**src/rtl/pc_sequencer.sv**
```systemverilog
// Program-counter stage: holds the PC, selects next-PC (jump > taken branch > PC+4)
// and paces fetch with a BOOT/RUN/HALT FSM. Optional PC_RETIRE_CNT_EN adds retire_cnt_o.
module pc_sequencer #(
  parameter int              PC_W     = 32,
  parameter logic [PC_W-1:0] RESET_PC = 32'h0000_0000
) (
  input  logic            clk_i,
  input  logic            rst_i,
  input  logic            fetch_ack_i,
  input  logic            branch_i,
  input  logic            zero_i,
  input  logic [PC_W-1:0] imm_sl2_i,
  input  logic            jump_i,
  input  logic [25:0]     jaddr_i,
  input  logic            halt_i,
  output logic [PC_W-1:0] pc_o,
  output logic [PC_W-1:0] pc_plus4_o,
  output logic            fetch_req_o,
  output logic            halted_o
`ifdef PC_RETIRE_CNT_EN
  , output logic [31:0]   retire_cnt_o
`endif
);

  localparam logic [PC_W-1:0] PC_STEP   = {{(PC_W-3){1'b0}}, 3'b100};
  localparam logic [PC_W-1:0] ALIGN_MSK = {{(PC_W-2){1'b1}}, 2'b00};

  typedef enum logic [1:0] {
    ST_BOOT = 2'd0,
    ST_RUN  = 2'd1,
    ST_HALT = 2'd2
  } state_t;

  state_t          state_r;
  logic [PC_W-1:0] pc_r;
  logic [PC_W-1:0] next_pc_s;
  logic            req_r;
  logic            halted_r;
  logic            accept_s;

  assign pc_o        = pc_r;
  assign pc_plus4_o  = pc_r + PC_STEP;
  assign fetch_req_o = req_r;
  assign halted_o    = halted_r;
  assign accept_s    = (state_r == ST_RUN) && fetch_ack_i;

  // Next-PC select; the low offset bits are masked so the PC stays word-aligned
  always_comb begin
    next_pc_s = pc_plus4_o;
    if (jump_i) begin
      next_pc_s = {pc_plus4_o[PC_W-1:28], jaddr_i, 2'b00};
    end else if (branch_i && zero_i) begin
      next_pc_s = pc_plus4_o + (imm_sl2_i & ALIGN_MSK);
    end else begin
      next_pc_s = pc_plus4_o;
    end
  end

  // Run/halt FSM with PC register; req/halted are registered alongside the state
  always_ff @(posedge clk_i) begin
    if (rst_i) begin
      state_r  <= ST_BOOT;
      pc_r     <= RESET_PC;
      req_r    <= 1'b0;
      halted_r <= 1'b0;
    end else begin
      case (state_r)
        ST_BOOT: begin
          state_r  <= ST_RUN;
          req_r    <= 1'b1;
          halted_r <= 1'b0;
        end
        ST_RUN: begin
          if (fetch_ack_i) begin
            pc_r <= next_pc_s;
          end else begin
            pc_r <= pc_r;
          end
          if (halt_i) begin
            state_r  <= ST_HALT;
            req_r    <= 1'b0;
            halted_r <= 1'b1;
          end else begin
            state_r  <= ST_RUN;
            req_r    <= 1'b1;
            halted_r <= 1'b0;
          end
        end
        ST_HALT: begin
          state_r  <= ST_HALT;
          req_r    <= 1'b0;
          halted_r <= 1'b1;
        end
        default: begin
          state_r  <= ST_BOOT;
          pc_r     <= RESET_PC;
          req_r    <= 1'b0;
          halted_r <= 1'b0;
        end
      endcase
    end
  end

`ifdef PC_RETIRE_CNT_EN
  logic [31:0] retire_cnt_r;
  assign retire_cnt_o = retire_cnt_r;

  // Accepted-fetch counter, wraps naturally at 2^32
  always_ff @(posedge clk_i) begin
    if (rst_i) begin
      retire_cnt_r <= 32'd0;
    end else if (accept_s) begin
      retire_cnt_r <= retire_cnt_r + 32'd1;
    end else begin
      retire_cnt_r <= retire_cnt_r;
    end
  end
`else
  logic unused_accept_s;
  assign unused_accept_s = accept_s;
`endif

endmodule
```
**config.mk**
```make
export PLATFORM = sky130hd
export DESIGN_NAME = pc_sequencer
export DESIGN_NICKNAME = d
export VERILOG_FILES = /design/src/rtl/pc_sequencer.sv
export SDC_FILE = /design/constraint.sdc
export NUM_CORES = 1
export LEC_CHECK = 0
export CAP_MARGIN = 20
export CORE_ASPECT_RATIO = 0.5
export CORE_UTILIZATION = 42
export DETAILED_ROUTE_END_ITERATION = 10
export MAX_ROUTING_LAYER = met4
export PLACE_DENSITY_LB_ADDON = 0.15
export RECOVER_POWER = 100
export SLEW_MARGIN = 20
export SYNTH_ARGS = -nofsm -noshare
export SYNTH_HDL_FRONTEND = slang
export SYNTH_SLANG_ARGS = --single-unit
```
**constraint.sdc**
```tcl
create_clock -name clk_i -period 4.01 [get_ports clk_i]
set_input_delay 0.802 -clock clk_i [delete_from_list [all_inputs] [get_ports clk_i]]
set_output_delay 0.802 -clock clk_i [all_outputs]
set_load 0.02 [all_outputs]
```
==> impl_metrics.csv, run 1 <==
group,metric,value,unit
synthesis,synth_xor_area_share,11.7,%
synthesis,async_flop_share,0,%
detailed_routing,postRouteWirelength,12500,um
synthesis,synthMuxAreaShare,0.525,%
synthesis,netlist_area,3810,sq um
grt,antenna_found_initial,0,
clock_network,clock_path_buffers,2,
timing,setup_violations,0,
clock_network,postCtsSetupBuffers,0,
detailed_routing,dr.pass1.iters,5,
synthesis,synth-main-ff-cell,"dfxtp_1",
cells_and_area,antennaDiodeCount,0,
cells_and_area,final_nets,758,
grt,grt_pass1_vias,3909,
die,die_h,69.4,um
worst_setup_path,path_class,"reg -> out",
worst_setup_path,crit_arrival,2.98,ns
worst_setup_path,cp-start-kind,"flip-flop",
synthesis,seq_area_frac_synth,17.9,%
clock_network,clockRootBuffer,"clkbuf_16",
timing,hold_viol,0,
cells_and_area,layout-drive-gt1-share,8.88,%
synthesis,synthCells,514,
detailed_routing,drcViolationCount,0,
synthesis,synth_edf_count,0,
timing,maxSlewViolCount,0,
detailed_routing,antenna_left,0,
power,p_leak,2.48,nW
timing,clock.fmax,264,MHz
timing,relSlewSlack,38.4,%
cells_and_area,n_fill_cell,833,
synthesis,synthSimpleGateAreaFrac,22.3,%
die,core-area,8770,sq um
detailed_routing,post_drt_via_cell_ratio,5.53,
timing,fin_crit,3.78,ns
timing,finalCritPeriodShare,94.3,%
detailed_routing,drt_iter0_markers,260,
cells_and_area,final_cell_mix,"dlygate4sd3_1 (63), clkdlybuf4s50_1 (61), nand2_1 (56)",
grt,grt_max_degree,24,
clock_network,clock_sinks,34,
place,gp_congestion,0.898,
die,row_count,24,
die,die_area,9480,sq um
place,pre_cts_slack,0.117,ns
power,power_density,231,nW/um^2
die,initial_core_util,43.5,%
synthesis,synth_compound_area_share,28.6,%
synthesis,yosys_warnings,0,
clock_network,cts-buffers-inserted,5,
die,die_w,137,um
power,ir_drop,0.000158,V
cells_and_area,fin_cells,770,
worst_setup_path,crit_fanout,7,
grt,overflow,0,
synthesis,synthAdderAreaFrac,13.7,%
detailed_routing,vias,4256,
die,ios,131,
timing,skew,0.00753,ns
synthesis,synth_top_family_by_area,"compound AO/OA/AOI/OAI gates",
synthesis,syn_area_per_cell,7.41,sq um
clock_network,clkSlewWorstSetupHoldPaths,0.06,ns
power,power,1.27,mW
clock_network,cts_tree,"done",
run,cap_violations,0,
synthesis,ys_types,61,
worst_setup_path,worst_setup_path_end_kind,"output port",
detailed_routing,wire_per_inst,16.2,um
grt,grt_pass1_wl,19500,um
cells_and_area,synthToLayoutAreaGrowth,44.0,%
worst_hold_path,hold_path.class,"reg -> reg",
cells_and_area,final_util,62.6,%
timing,setup_slack,0.227,ns
place,place_inst,762,
clock_network,worstSkewPairLatency,0.29,ns
cells_and_area,final_common_cell,"dlygate4sd3_1",
status,status,"complete, no violations",
grt,grt_usage,27.0,%
place,post-dp-hpwl,10000,um
place,portBuffers,124,
worst_setup_path,worstPathRequired,3.21,ns
clock_network,ctsHoldBuffers,0,
clock_network,htree_levels,2,
timing,worst_pin_slew,0.924,ns
synthesis,synth_seq_cells,34,
==> registers in the layout, indices dropped and copies added (netlist names) <==
register     count
pc_o            30
fetch_req_o      1
state_r          2
halted_o         1
==> stage by stage <==
step | hold WS, ns | setup TNS (ns) | instance area, sq um
after detailed placement | 0.472 | 0 | 5320
after global placement | 0.461 | 0 | 5320
after global routing | 0.503 | -0.0232 | 5490
after CTS | 0.483 | 0 | 5470
final | 0.476 | 0 | 5490
after floorplan | 0.545 | 0 | 3840
==> cell usage after synthesis (3+ instances only) <==
| cell | n | area, sq um |
|---|---|---|
| nand2_1 | 56 | 210 |
| nor2_1 | 51 | 191 |
| a21oi_1 | 42 | 210 |
| ha_1 | 40 | 500 |
| o21ai_0 | 39 | 195 |
| dfxtp_1 | 34 | 681 |
| xnor2_1 | 27 | 236 |
| xor2_1 | 24 | 210 |
| a21o_1 | 17 | 128 |
| inv_1 | 16 | 60.1 |
| nand3_1 | 14 | 70.1 |
| clkbuf_1 | 13 | 48.8 |
| nand4_1 | 12 | 75.1 |
| a31oi_1 | 9 | 56.3 |
| nor2b_1 | 9 | 56.3 |
| o211ai_1 | 9 | 67.6 |
| a32oi_1 | 8 | 70.1 |
| a211oi_1 | 7 | 52.6 |
| nand2b_1 | 7 | 43.8 |
| buf_4 | 6 | 45.0 |
| nor3_1 | 6 | 30.0 |
| a32o_1 | 5 | 50.1 |
| and3_1 | 5 | 31.3 |
| o31ai_1 | 5 | 37.5 |
| a22o_1 | 3 | 26.3 |
| a22oi_1 | 3 | 22.5 |
| and3_2 | 3 | 22.5 |
| o21a_1 | 3 | 22.5 |
| o21ai_1 | 3 | 15.0 |
| o221ai_1 | 3 | 26.3 |
==> path summary, 6_finish.rpt <==
check	from	endpoint	slack [ns]	depth (start not counted)
max	pc_o[2]	pc_plus4_o[30]	0.23	10
min	pc_o[10]	pc_o[10]	0.48	2
max reg2reg	pc_o[2]	pc_o[31]	0.25	18
min reg2reg	pc_o[10]	pc_o[10]	0.48	2
==> worst max-delay path, stage by stage (launching register included) <==
cell	delay, ns
dfxtp_2	0.41
ha_1	0.20
nand3_1	0.13
nor3_2	0.20
buf_4	0.17
nand3_1	0.12
nor2_2	0.19
buf_4	0.14
nand4_1	0.17
xnor2_1	0.25
dlygate4sd3_1	0.71
==> metal layers <==
layer	up-vias	routed length, um	GRT usage (%)
met2	169	5840	44.0
met1	1943	5720	35.3
met4	0	93	5.43
met5	-	0	-
met3	11	836	4.31
li1	2133	-	-
==> area by class of cell <==
| cell class | count | area [sq um] | area share, % |
|---|---|---|---|
| clock buffers | 6 | 139 | 2.53 |
| clock inverters | 2 | 12.5 | 0.228 |
| inverters | 16 | 60.1 | 1.09 |
| multi-input cells | 442 | 3000 | 54.7 |
| flip-flops and latches | 34 | 682 | 12.4 |
| well taps | 117 | 146 | 2.67 |
| repair buffers | 153 | 1450 | 26.4 |
==> logic make-up after synthesis <==
logic type / Yosys count
compound gates: 168
xor+xnor: 51
fa+ha+maj: 41
buf+inv: 41
flops: 34
mux: 2
other cells: 1
simple gates: 176
==> timing repair <==
| item | 4_1_cts | 5_1_grt |
|---|---|---|
| endpoints found under the setup margin | 0 | 3 |
| endpoints found under the hold margin | 0 | 0 |
| resized for setup | 0 | 9 |
==> power by group <==
part | switching, mW | internal (mW)
clock | 0.157 | 0.246
combinational | 0.268 | 0.220
sequential | 0.0217 | 0.356
(Power assumes the default switching activity.)
==> run 2, diff against run 1 <==
- CORE_UTILIZATION: 42 -> 47
- SETUP_SLACK_MARGIN: default -> 0.5
- clock period: 4.01 -> 3.95 ns (I/O delays scaled with it)
==> run 2 against run 1 <==
Compared with the run above:
- total power is 3.2% higher
- sequential cell count stayed put
- critical path depth is 3 higher
- via count is 6.6% higher
- combinational power is 7.4% higher
- cell count is 0.65% higher
- register-to-register slack better by 0.06 ns
- clock skew is 0.0012 ns lower
- critical path type is now in -> reg
- largest cell class unchanged
- largest power group unchanged
- highest routed layer unchanged
==> impl_metrics.csv, run 2 (synthesis gave the netlist of run 1 again) <==
group,metric,value,unit
timing,finalCritPeriodShare,92.3,%
grt,grt_pass1_wl,20400,um
timing,maxSlewViolCount,0,
grt,met2_usage,54.2,%
worst_setup_path,crit_chain,"clkdlybuf4s50_1, ha_1, inv_1, fa_1, nor2b_1, o2111a_1, or2_0, a21boi_4, o31ai_2, and2b_1, mux2i_1, a21o_1, a211oi_1",
power,p_leak,2.65,nW
cells_and_area,fin_cells,775,
worst_setup_path,crit_fanout,4,
detailed_routing,drt_iter0_markers,262,
detailed_routing,postRouteWirelength,13200,um
timing,fin_crit,3.65,ns
grt,use_met3,6.35,%
timing,skew,0.00630,ns
worst_setup_path,crit_arrival,3.78,ns
cells_and_area,synthToLayoutAreaGrowth,55.0,%
die,die_h,65.7,um
worst_setup_path,worst_r2r_startpoint,"pc_o[2]",
place,place_inst,739,
grt,grt_usage,31.9,%
die,die_w,129,um
clock_network,clock_path_buffers,2,
timing,setup_slack,0.303,ns
worst_setup_path,worst_path_max_delay_cell,"clkdlybuf4s50_1",
grt,top_usage_layer,"met2",
clock_network,clkSlewWorstSetupHoldPaths,0.06,ns
die,die_area,8500,sq um
clock_network,worstSkewPairLatency,0.29,ns
worst_setup_path,critPathLaunch,"imm_sl2_i[2]",
cells_and_area,layout-drive-gt1-share,17.2,%
worst_hold_path,hold_end,"pc_o[10]",
cells_and_area,final_common_cell,"clkdlybuf4s50_1",
cells_and_area,final_nets,772,
worst_setup_path,path_class,"in -> reg",
die,core-area,7600,sq um
detailed_routing,vias,4536,
detailed_routing,antenna_left,0,
cells_and_area,final_cell_mix,"clkdlybuf4s50_1 (72), nand2_1 (56), dlygate4sd3_1 (49)",
run,cap_violations,0,
clock_network,clockRootBuffer,"clkbuf_16",
worst_hold_path,hold_start,"pc_o[10]",
worst_setup_path,reg2regPathDepth,14,
clock_network,clock_sinks,34,
timing,fin_setup_tns,0,ns
worst_setup_path,worst_setup_path_end_kind,"flip-flop",
grt,overflow,0,
cells_and_area,antennaDiodeCount,0,
worst_setup_path,worstPathRequired,4.08,ns
worst_setup_path,cpPeakStageDelay,0.46,ns
worst_setup_path,reg2reg_to,"pc_o[31]",
timing,relSlewSlack,40.0,%
die,initial_core_util,50.2,%
status,status,"complete, no violations",
power,ir_drop,0.000203,V
clock_network,cts_tree,"done",
grt,grt_pass1_vias,4183,
timing,worst_pin_slew,0.900,ns
worst_setup_path,cp-start-kind,"primary input",
die,row_count,22,
clock_network,htree_levels,2,
timing,clock.fmax,274,MHz
worst_hold_path,hold_path.class,"reg -> reg",
grt,grt_max_degree,24,
power,power_density,222,nW/um^2
timing,rsz0062_at_grt,"yes",
place,pre_cts_slack,0.172,ns
clock_network,cts-buffers-inserted,5,
worst_hold_path,min_path_cells,2,
place,gp_congestion,0.992,
timing,hold_viol,0,
detailed_routing,post_drt_via_cell_ratio,5.85,
die,ios,131,
timing,setup_violations,0,
worst_setup_path,rrSetupSlack,0.31,ns
cells_and_area,largest_reg_flops,30,
detailed_routing,drcViolationCount,0,
place,portBuffers,124,
place,post-dp-hpwl,9680,um
grt,use_met1,38.1,%
detailed_routing,dr.pass1.iters,5,
detailed_routing,wire_per_inst,17.1,um
grt,antenna_found_initial,0,
[run 2: how the worst max path moves through the flow]
stage | endpoint
after floorplan | pc_o[31]
after global placement | pc_o[30]
after detailed placement | pc_o[30]
after CTS | pc_o[31]
after global routing | pc_o[31]
final | pc_o[30]
[run 2: area by class of cell]
| class | instances | area, sq um |
|---|---|---|
| Multi-Input combinational cell | 442 | 3260 |
| Clock inverter | 3 | 21.3 |
| Inverter | 16 | 60.1 |
| Tap cell | 108 | 135 |
| Sequential cell | 34 | 723 |
| Clock buffer | 5 | 125 |
| Timing Repair Buffer | 167 | 1580 |
| Fill cell | 575 | 1690 |
[run 2: worst max-delay path: cells and delay by family]
kind,cells,cell delay [ns]
compound gates,5,0.82
fa+ha+maj,2,0.56
buf+inv,2,0.52
mux,1,0.28
simple gates,3,0.82
[run 2: power breakdown]
part           leakage (nW)  internal [mW]  switching (mW)
registers             0.285          0.358          0.0263
logic                  2.30          0.240           0.284
clock network        0.0698          0.234           0.167
[run 2: layer usage]
layer  share of wire (%)  wire length [um]
met2                  48              6280
met4                 2.2               291
met1                  42              5610
met3                 7.9              1040
met5                   0                 0
[run 2: repair_timing]
action / in CTS / in global routing
resized for setup: 17 / 25
pin swaps: 19 / 11
hold buffers: 0 / 0
setup endpoints to repair: 11 / 15
setup buffers: 15 / 13
[run 2: per-stage QoR]
step | utilization [%] | hold WS [ns] | total power, mW | instance area (sq um)
floorplan | - | 0.499 | 0.694 | 4040
global placement | 71.0 | 0.453 | 0.884 | 5400
detailed placement | 71.0 | 0.487 | 0.890 | 5400
CTS | 75.5 | 0.500 | 1.30 | 5740
global route | 77.7 | 0.531 | 1.37 | 5910
finish | 77.7 | 0.506 | 1.31 | 5910
==> run 3, diff against run 2 <==
- MAX_ROUTING_LAYER: met4 -> default
==> run 3 against run 2 <==
Compared with the run above:
- sequential power increased by 1%
- global-route usage decreased by 1.3 points
- count of clock-buffer cells in the layout increased by 1
- maximum frequency decreased by 0.49%
- largest power group unchanged
- total power up 7.0%
- combinational power increased by 6.9%
- cell count increased by 0.90%
- sequential cell count did not move
- critical path type is now reg -> reg
- first-iteration DRC count rose by 29%
- via count increased by 3.3%
==> impl_metrics.csv, run 3 (synthesis gave the netlist of run 1 again) <==
group,metric,value,unit
status,status,"complete, no violations",
cells_and_area,seqCellArea,718,sq um
timing,maxSlewViolCount,0,
worst_setup_path,cp_num_buf_inv,1,
clock_network,clock_path_buffers,2,
grt,grt_pass1_wl,20300,um
die,die_area,8500,sq um
grt,grt_pass1_vias,4174,
power,ir_drop,0.000218,V
worst_setup_path,cp-start-kind,"flip-flop",
cells_and_area,final_nets,779,
die,row_count,22,
detailed_routing,postRouteWirelength,14200,um
worst_setup_path,worstPathRequired,4.13,ns
worst_setup_path,worst_setup_path_end_kind,"flip-flop",
clock_network,clock_sinks,34,
power,p_clk_share,32.3,%
cells_and_area,multi_input_area,3480,sq um
cells_and_area,largest_reg_flops,30,
cells_and_area,antennaDiodeCount,0,
worst_setup_path,worst_path_max_delay_cell,"or4_1",
detailed_routing,wire_per_inst,18.2,um
timing,fin_setup_tns,0,ns
grt,grt_usage,30.6,%
clock_network,cts_tree,"done",
grt,antenna_found_initial,0,
timing,finalCritPeriodShare,92.8,%
die,core-area,7600,sq um
die,die_h,65.7,um
detailed_routing,drt_iter0_markers,338,
cells_and_area,layout-drive-gt1-share,21.8,%
timing,clock.fmax,273,MHz
timing,hold_viol,0,
grt,overflow,0,
power,p_seq_share,27.7,%
clock_network,clockRootBuffer,"clkbuf_16",
run,cap_violations,0,
power,switching_share,34.8,%
detailed_routing,antenna_left,0,
worst_setup_path,cpLargestDelayFamily,"simple AND/OR/NAND/NOR gates",
worst_setup_path,cpPeakStageDelay,0.41,ns
detailed_routing,drcViolationCount,0,
die,die_w,129,um
clock_network,htree_levels,2,
place,gp_congestion,0.955,
timing,fin_crit,3.66,ns
power,power_density,226,nW/um^2
place,portBuffers,124,
worst_setup_path,path_class,"reg -> reg",
timing,worst_pin_slew,0.878,ns
grt,grt_max_degree,24,
power,comb_power_share,40.0,%
cells_and_area,synthToLayoutAreaGrowth,62.5,%
die,ios,131,
cells_and_area,final_common_cell,"clkdlybuf4s50_1",
cells_and_area,final_cell_mix,"clkdlybuf4s50_1 (69), nand2_1 (56), dlygate4sd3_1 (51)",
clock_network,clkSlewWorstSetupHoldPaths,0.06,ns
power,p_leak,2.72,nW
detailed_routing,vias,4684,
timing,rsz0062_at_grt,"yes",
worst_setup_path,crit_chain,"ha_1, nand3_4, nor3_4, buf_6, nand3_4, nor2_4, and2_4, xor2_4, ha_4, a21o_1, a21oi_2, nor2b_2, o21ai_2, a21oi_2, nor2_2, a21oi_1, or4_1, a32o_1",
power,p_int,0.914,mW
cells_and_area,n_fill_cell,507,
place,post-dp-hpwl,9660,um
worst_hold_path,hold_path.class,"reg -> reg",
detailed_routing,post_drt_via_cell_ratio,5.99,
power,switchingPower,0.488,mW
clock_network,cts-buffers-inserted,5,
die,initial_core_util,50.2,%
clock_network,worstSkewPairLatency,0.29,ns
clock_network,ctsHoldBuffers,0,
worst_setup_path,crit_fanout,9,
timing,relSlewSlack,41.5,%
timing,setup_violations,0,
cells_and_area,final_util,81.5,%
timing,skew,0.00598,ns
worst_setup_path,crit_arrival,3.85,ns
detailed_routing,dr.pass1.iters,5,
==> run 3: cell types whose count changed in the layout (fill, tap and decap cells not counted), sizes merged <==
| cell | previous run | this run |
|---|---|---|
| dlymetal6s2s | 3 | 1 |
| clkdlybuf4s50 | 72 | 69 |
| clkbuf | 7 | 8 |
| bufinv | 0 | 1 |
| buf | 41 | 48 |
| clkinv | 2 | 0 |
| dlygate4sd3 | 49 | 51 |
| dlygate4sd2 | 0 | 3 |
==> run 3: routing by layer <==
layer | GRT usage, % | wire length [um]
met5 | 0 | 0
met3 | 5.46 | 1260
met2 | 54.8 | 6800
met1 | 38.1 | 5750
met4 | 7.65 | 401
==> run 3: stage by stage <==
step	area, sq um	std cells	setup slack (ns)	hold slack (ns)	total power, mW
6_report	6190	782	0.285	0.489	1.40
5_1_grt	6190	782	0.113	0.505	1.46
4_1_cts	5770	757	0.354	0.476	1.36
3_5_place_dp	5400	740	0.219	0.464	0.889
3_3_place_gp	5400	740	0.239	0.455	0.884
2_1_floorplan	4040	517	0.504	0.499	0.694
==> run 3: area by class of cell <==
class / instances / share of cell area (%)
well taps: 108 / 2.18
clock inverters: 2 / 0.606
clock buffers: 6 / 2.08
flip-flops and latches: 34 / 11.6
repair buffers: 174 / 26.3
inverters: 16 / 0.970
multi-input cells: 442 / 56.2
==> run 3: repair_timing <==
item | 4_1_cts | 5_1_grt
resized for setup | 26 | 53
pin swaps | 10 | 30
gates cloned | 0 | 0
endpoints found under the setup margin | 13 | 16
setup buffers | 9 | 25
==> run 3: worst paths after layout <==
check                           startpoint        to  slack (ns)  depth (start not counted)
worst min register to register    pc_o[10]  pc_o[10]        0.49                          2
worst max register to register     pc_o[3]  pc_o[31]        0.29                         18
worst min-delay path              pc_o[10]  pc_o[10]        0.49                          2
worst max-delay path               pc_o[3]  pc_o[31]        0.29                         18
==> run 3: worst reg2reg max path, stage by stage, from the launching register on <==
cell and delay, ns:
dfxtp_1 0.39, ha_1 0.25, nand3_4 0.13, nor3_4 0.20
buf_6 0.15, nand3_4 0.10, nor2_4 0.14, and2_4 0.21
xor2_4 0.18, ha_4 0.25, a21o_1 0.23, a21oi_2 0.15
nor2b_2 0.06, o21ai_2 0.19, a21oi_2 0.06, nor2_2 0.16
a21oi_1 0.10, or4_1 0.41, a32o_1 0.22
==> run 3: power by group through the flow <==
stage / combinational (mW) / clock, mW / sequential (mW)
2_1_floorplan: 0.285 / 0 / 0.409
3_3_place_gp: 0.489 / 0 / 0.396
3_5_place_dp: 0.493 / 0 / 0.396
4_1_cts: 0.514 / 0.453 / 0.389
5_1_grt: 0.598 / 0.473 / 0.390
6_report: 0.560 / 0.453 / 0.388
==> variant 1 (flow settings as in run 2) <==
Change the parameter `PC_W` from 32 to 40.
--- a/src/rtl/pc_sequencer.sv
+++ b/src/rtl/pc_sequencer.sv
@@ -2,5 +2,5 @@
 // and paces fetch with a BOOT/RUN/HALT FSM. Optional PC_RETIRE_CNT_EN adds retire_cnt_o.
 module pc_sequencer #(
-  parameter int              PC_W     = 32,
+  parameter int              PC_W     = 40,
   parameter logic [PC_W-1:0] RESET_PC = 32'h0000_0000
 ) (
Ports: changed (resized imm_sl2_i, pc_o and pc_plus4_o); port bits go from 131 to 155. The function was not compared with the original's and may differ.
==> variant 1 against run 2 <==
- via count grew 44%
- synthesized area is 32% higher
- maximum frequency is 4.7% lower
- final cell count grew 35%
- highest routed layer unchanged
- worst hold slack got worse by 19 ps
- register-to-register slack worse by 190 ps
- sequential cell count up 8
- critical path depth increased by 3
- power is 13% higher
- routed wire length rose by 57%
- setup slack lost 180 ps
- global-route usage is 2.2 points higher
- final area grew 43%
- largest cell class unchanged
- utilization up 4.2 points
==> variant 1: results (changes against run 2) <==
[status]
status = finished, final reports clean  ; unchanged

[placement]
io_buffers = 148  ; was 124
post-place-ws_ps = 42.5  ; was 172 ps
dpl_cell_area_sq_um = 7080  ; was 5400 sq um
gp_congestion = 0.953  ; was 0.992

[setup_path]
r2r_cells = 16  ; was 14
cp_max_fo = 7  ; was 4
slowest_delay_ps = 430  ; was 460 ps
worstPathArrival_ps = 4030  ; was 3780 ps
crit_path_end = pc_o[39]$_SDFFE_PP0P_  ; was pc_o[30]$_SDFFE_PP0P_
r2r_setup_slack_ps = 120  ; was 310 ps
crit_family = simple AND/OR/NAND/NOR gates  ; was compound AO/OA/AOI/OAI gates

[sta]
finClkSkew_ps = 6.67  ; was 6.30 ps
holdWs_ps = 487  ; was 506 ps
slew-limit-headroom = 0.264  ; was 0.400
max_freq_mhz = 261  ; was 274 MHz

[detailed_routing]
dr_wl_met2_mm = 10.2  ; was 6.28 mm
vias = 6511  ; was 4536
first_iter_violations = 380  ; was 262
routed_wl_mm = 20.8  ; was 13.2 mm

[cells_and_area]
layout.nets = 1023  ; was 772
drive_above_1_share = 0.285  ; was 0.172
largest_reg_flops = 38  ; was 30
fillers = 667  ; was 575

[grt]
met1_usage = 0.396  ; was 0.381
antenna_found_initial = 1  ; was 0
grt_use_met3 = 0.0503  ; was 0.0635
grt_usage = 0.341  ; was 0.319
grt_pass1_vias = 5660  ; was 4183
met2_usage = 0.623  ; was 0.542
grt_pass1_wl_mm = 28.2  ; was 20.4 mm

[synth]
synth_common_cells = 79 x nand2_1, 51 x a21oi_1, 49 x nor2_1, 49 x o21ai_0, 44 x ha_1  ; was 56 x nand2_1, 51 x nor2_1, 42 x a21oi_1
ys_seq_area_frac = 0.167  ; was 0.179
synth_area_leaders = dfxtp_1 17%, ha_1 11%, xnor2_1 6.6%  ; was dfxtp_1 18%, ha_1 13%, xnor2_1 6.2%

[power_and_ir_drop]
p_int_mw = 0.986  ; was 0.832 mW
vdd_drop_max_mv = 0.161  ; was 0.203 mV

## variant 1: cell types whose count changed after synthesis, sizes merged, moves of 7 or more
| cell | run 2 | this run |
|---|---|---|
| dfxtp | 34 | 42 |
| o21ai | 42 | 63 |
| clkbuf | 16 | 25 |
| nand2 | 56 | 80 |
| a21oi | 42 | 56 |
| xnor2 | 27 | 39 |
| a21o | 17 | 28 |
| and3 | 8 | 16 |
| nand2b | 7 | 14 |
## variant 1: area by class of cell
| type | count | area share |
|---|---|---|
| multi-input combinational | 585 | 0.577 |
| inverter | 17 | 0.00755 |
| clock inverter | 1 | 0.00355 |
| antenna | 1 | 0.000296 |
| timing repair buffer | 254 | 0.271 |
| clock buffer | 7 | 0.0157 |
| tap | 140 | 0.0207 |
| sequential | 42 | 0.105 |
## variant 1: worst min-delay path by stage
| stage | depth (start not counted) | endpoint | startpoint |
|---|---|---|---|
| after floorplan | 2 | pc_o[19]$_SDFFE_PP0P_ | pc_o[19]$_SDFFE_PP0P_ |
| after CTS | 2 | pc_o[39]$_SDFFE_PP0P_ | pc_o[39]$_SDFFE_PP0P_ |
| after global placement | 2 | pc_o[39]$_SDFFE_PP0P_ | pc_o[39]$_SDFFE_PP0P_ |
| after detailed placement | 2 | pc_o[39]$_SDFFE_PP0P_ | pc_o[39]$_SDFFE_PP0P_ |
| after global routing | 2 | pc_o[9]$_SDFFE_PP0P_ | pc_o[9]$_SDFFE_PP0P_ |
| final | 2 | pc_o[9]$_SDFFE_PP0P_ | pc_o[9]$_SDFFE_PP0P_ |
## variant 1: repair_timing
| item | in CTS | in global routing |
|---|---|---|
| pin swaps | 37 | 62 |
| endpoints found under the setup margin | 34 | 29 |
| setup buffers | 30 | 40 |
| gates resized for setup | 68 | 100 |
## variant 1: logic make-up (layout without fill, tap and decap cells)
group / count (synthesis) / after routing / synth area share
compound gates: 237 / 237 / 0.327
other cells: 1 / 5 / 0.000746
flops: 42 / 42 / 0.167
mux: 3 / 3 / 0.00597
simple gates: 235 / 235 / 0.235
buf+inv: 52 / 279 / 0.0430
xor+xnor: 61 / 61 / 0.108
fa+ha+maj: 45 / 45 / 0.113
## variant 1: per-stage QoR
step	instances	power, mW	utilization
after detailed placement	968	0.916	0.686
after global routing	1047	1.53	0.819
after CTS	1006	1.41	0.753
after floorplan	679	0.721	-
after global placement	968	0.912	0.686
final	1047	1.48	0.819
## variant 1: power groups by stage
stage / combinational (mW) / sequential (mW) / clock (mW)
6_report: 0.555 / 0.447 / 0.474
2_1_floorplan: 0.253 / 0.468 / 0
4_1_cts: 0.492 / 0.448 / 0.473
3_3_place_gp: 0.454 / 0.457 / 0
5_1_grt: 0.589 / 0.448 / 0.495
3_5_place_dp: 0.459 / 0.458 / 0
==> variant 2 (flow settings as in run 2) <==
Made on the original files. The 3 states of `state_t` get a one-hot encoding in 3 bits.
--- a/src/rtl/pc_sequencer.sv
+++ b/src/rtl/pc_sequencer.sv
@@ -26,8 +26,8 @@
   localparam logic [PC_W-1:0] ALIGN_MSK = {{(PC_W-2){1'b1}}, 2'b00};
 
-  typedef enum logic [1:0] {
-    ST_BOOT = 2'd0,
-    ST_RUN  = 2'd1,
-    ST_HALT = 2'd2
+  typedef enum logic [2:0] {
+    ST_BOOT = 3'b001,
+    ST_RUN  = 3'b010,
+    ST_HALT = 3'b100
   } state_t;
 
Check against the original RTL: no difference found for any inputs over 10 cycles, from zero or initial values and one cycle with rst_i high; not proved beyond that.
==> variant 2 against run 2 <==
- power decreased by 3.3%
- sequential cell count increased by 1
- routed wire length increased by 22%
- global-route usage increased by 2.1 points
- combinational power decreased by 23%
- final cell count increased by 8.3%
- synthesized area increased by 5.2%
- clock skew decreased by 2.4 ps
- via count increased by 15%
- count of clock-buffer cells in the layout increased by 1
- non-clock buffer count increased by 25
- largest power group is now clock
- setup slack got worse by 65 ps
- final area increased by 12%
- critical endpoint is now pc_o[31]$_SDFFE_PP0P_
==> variant 2: results (changes against run 2) <==
[status]
status = finished, final reports clean  ; unchanged

[cells_and_area]
layout.nets = 828  ; was 772
drive_above_1_share = 0.232  ; was 0.172
fillers = 513  ; was 575

[setup_path]
worstPathArrival_ps = 3930  ; was 3780 ps
r2r_cells = 15  ; was 14
slowest_stage = xor2_1  ; was clkdlybuf4s50_1
worstReg2RegStart = pc_o[3]$_SDFFE_PP0P_  ; was pc_o[2]$_SDFFE_PP0P_
r2r_setup_slack_ps = 240  ; was 310 ps
crit_family = simple AND/OR/NAND/NOR gates  ; was compound AO/OA/AOI/OAI gates
slowest_delay_ps = 400  ; was 460 ps
critPathKind = register to register  ; was input pin to register

[detailed_routing]
dr_wl_met2_mm = 7.59  ; was 6.28 mm
via_per_inst = 6.24  ; was 5.85
wl_met1_mm = 6.51  ; was 5.61 mm
wl_per_cell_microns = 19.2  ; was 17.1 microns
first_iter_violations = 543  ; was 262
wl_met3_mm = 1.46  ; was 1.04 mm
first_pass_iters = 5  ; unchanged

[synth]
synth.distinct_cells = 72  ; was 61
synth_area_leaders = dfxtp_1 17%, ha_1 11%, xnor2_1 5.9%  ; was dfxtp_1 18%, ha_1 13%, xnor2_1 6.2%
synthCells = 551  ; was 514
synth_compound_area_frac = 0.298  ; was 0.286
synthXorXnorAreaFrac = 0.103  ; was 0.117
synth_common_cells = 59 x nand2_1, 47 x a21oi_1, 44 x nor2_1  ; was 56 x nand2_1, 51 x nor2_1, 42 x a21oi_1
yosys.area_share.adder = 0.117  ; was 0.137
synthMuxAreaShare = 0.0153  ; was 0.00525

[grt]
grt_usage = 0.341  ; was 0.319
met2_usage = 0.582  ; was 0.542
grt_pass1_vias = 4679  ; was 4183
grt_start_max_net_pins = 29  ; was 24
grt_pass1_wl_mm = 23.0  ; was 20.4 mm
grt_use_met3 = 0.0526  ; was 0.0635
met1_usage = 0.416  ; was 0.381

[power_and_ir_drop]
vdd_drop_max_mv = 0.183  ; was 0.203 mV
p_switching_mw = 0.405  ; was 0.478 mW
leakagePower_nw = 2.85  ; was 2.65 nW
clkPwrFrac = 0.388  ; was 0.306
p_comb_frac = 0.318  ; was 0.401

[sta]
period_minus_slack_ps = 3710  ; was 3650 ps
worstMarginPinSlew_ps = 1190  ; was 900 ps
finClkSkew_ps = 3.88  ; was 6.30 ps
holdWs_ps = 492  ; was 506 ps

[placement]
dpl.hpwl_mm = 10.7  ; was 9.68 mm
dpl_cell_area_sq_um = 5770  ; was 5400 sq um
dp.cells = 788  ; was 739
gp_congestion = 0.921  ; was 0.992

[hold_path]
holdPathEnd = pc_o[27]$_SDFFE_PP0P_  ; was pc_o[10]$_SDFFE_PP0P_

[clock_network]
ctsResizeCount = 25  ; was 17

variant 2: cell count changes after synthesis, moves of 4 or more:
cell      change
o21ai_1      +15
nor3_1       +12
o21ai_0       -8
nor2_1        -7
o21bai_1      +6
a21oi_1       +5
clkbuf_1      +5
a32oi_1       -4
ha_1          -4
inv_1         -4
nand2b_1      +4
xor2_1        -4
variant 2: area by class of cell:
| cell class | instances | area, sq um | share of cell area |
|---|---|---|---|
| multi-input combinational | 479 | 3770 | 0.571 |
| tap | 112 | 140 | 0.0212 |
| clock buffer | 6 | 139 | 0.0210 |
| clock inverter | 2 | 35.0 | 0.00530 |
| inverter | 13 | 50.0 | 0.00757 |
| timing repair buffer | 192 | 1730 | 0.262 |
| sequential | 35 | 739 | 0.112 |
variant 2: tightest hold or removal path, delay by kind of cell, from the launching register on:
family	cells	cell delay (ps)
flip-flops	1	330
AND/OR/NAND/NOR	1	60
AO/OA/AOI/OAI	1	50
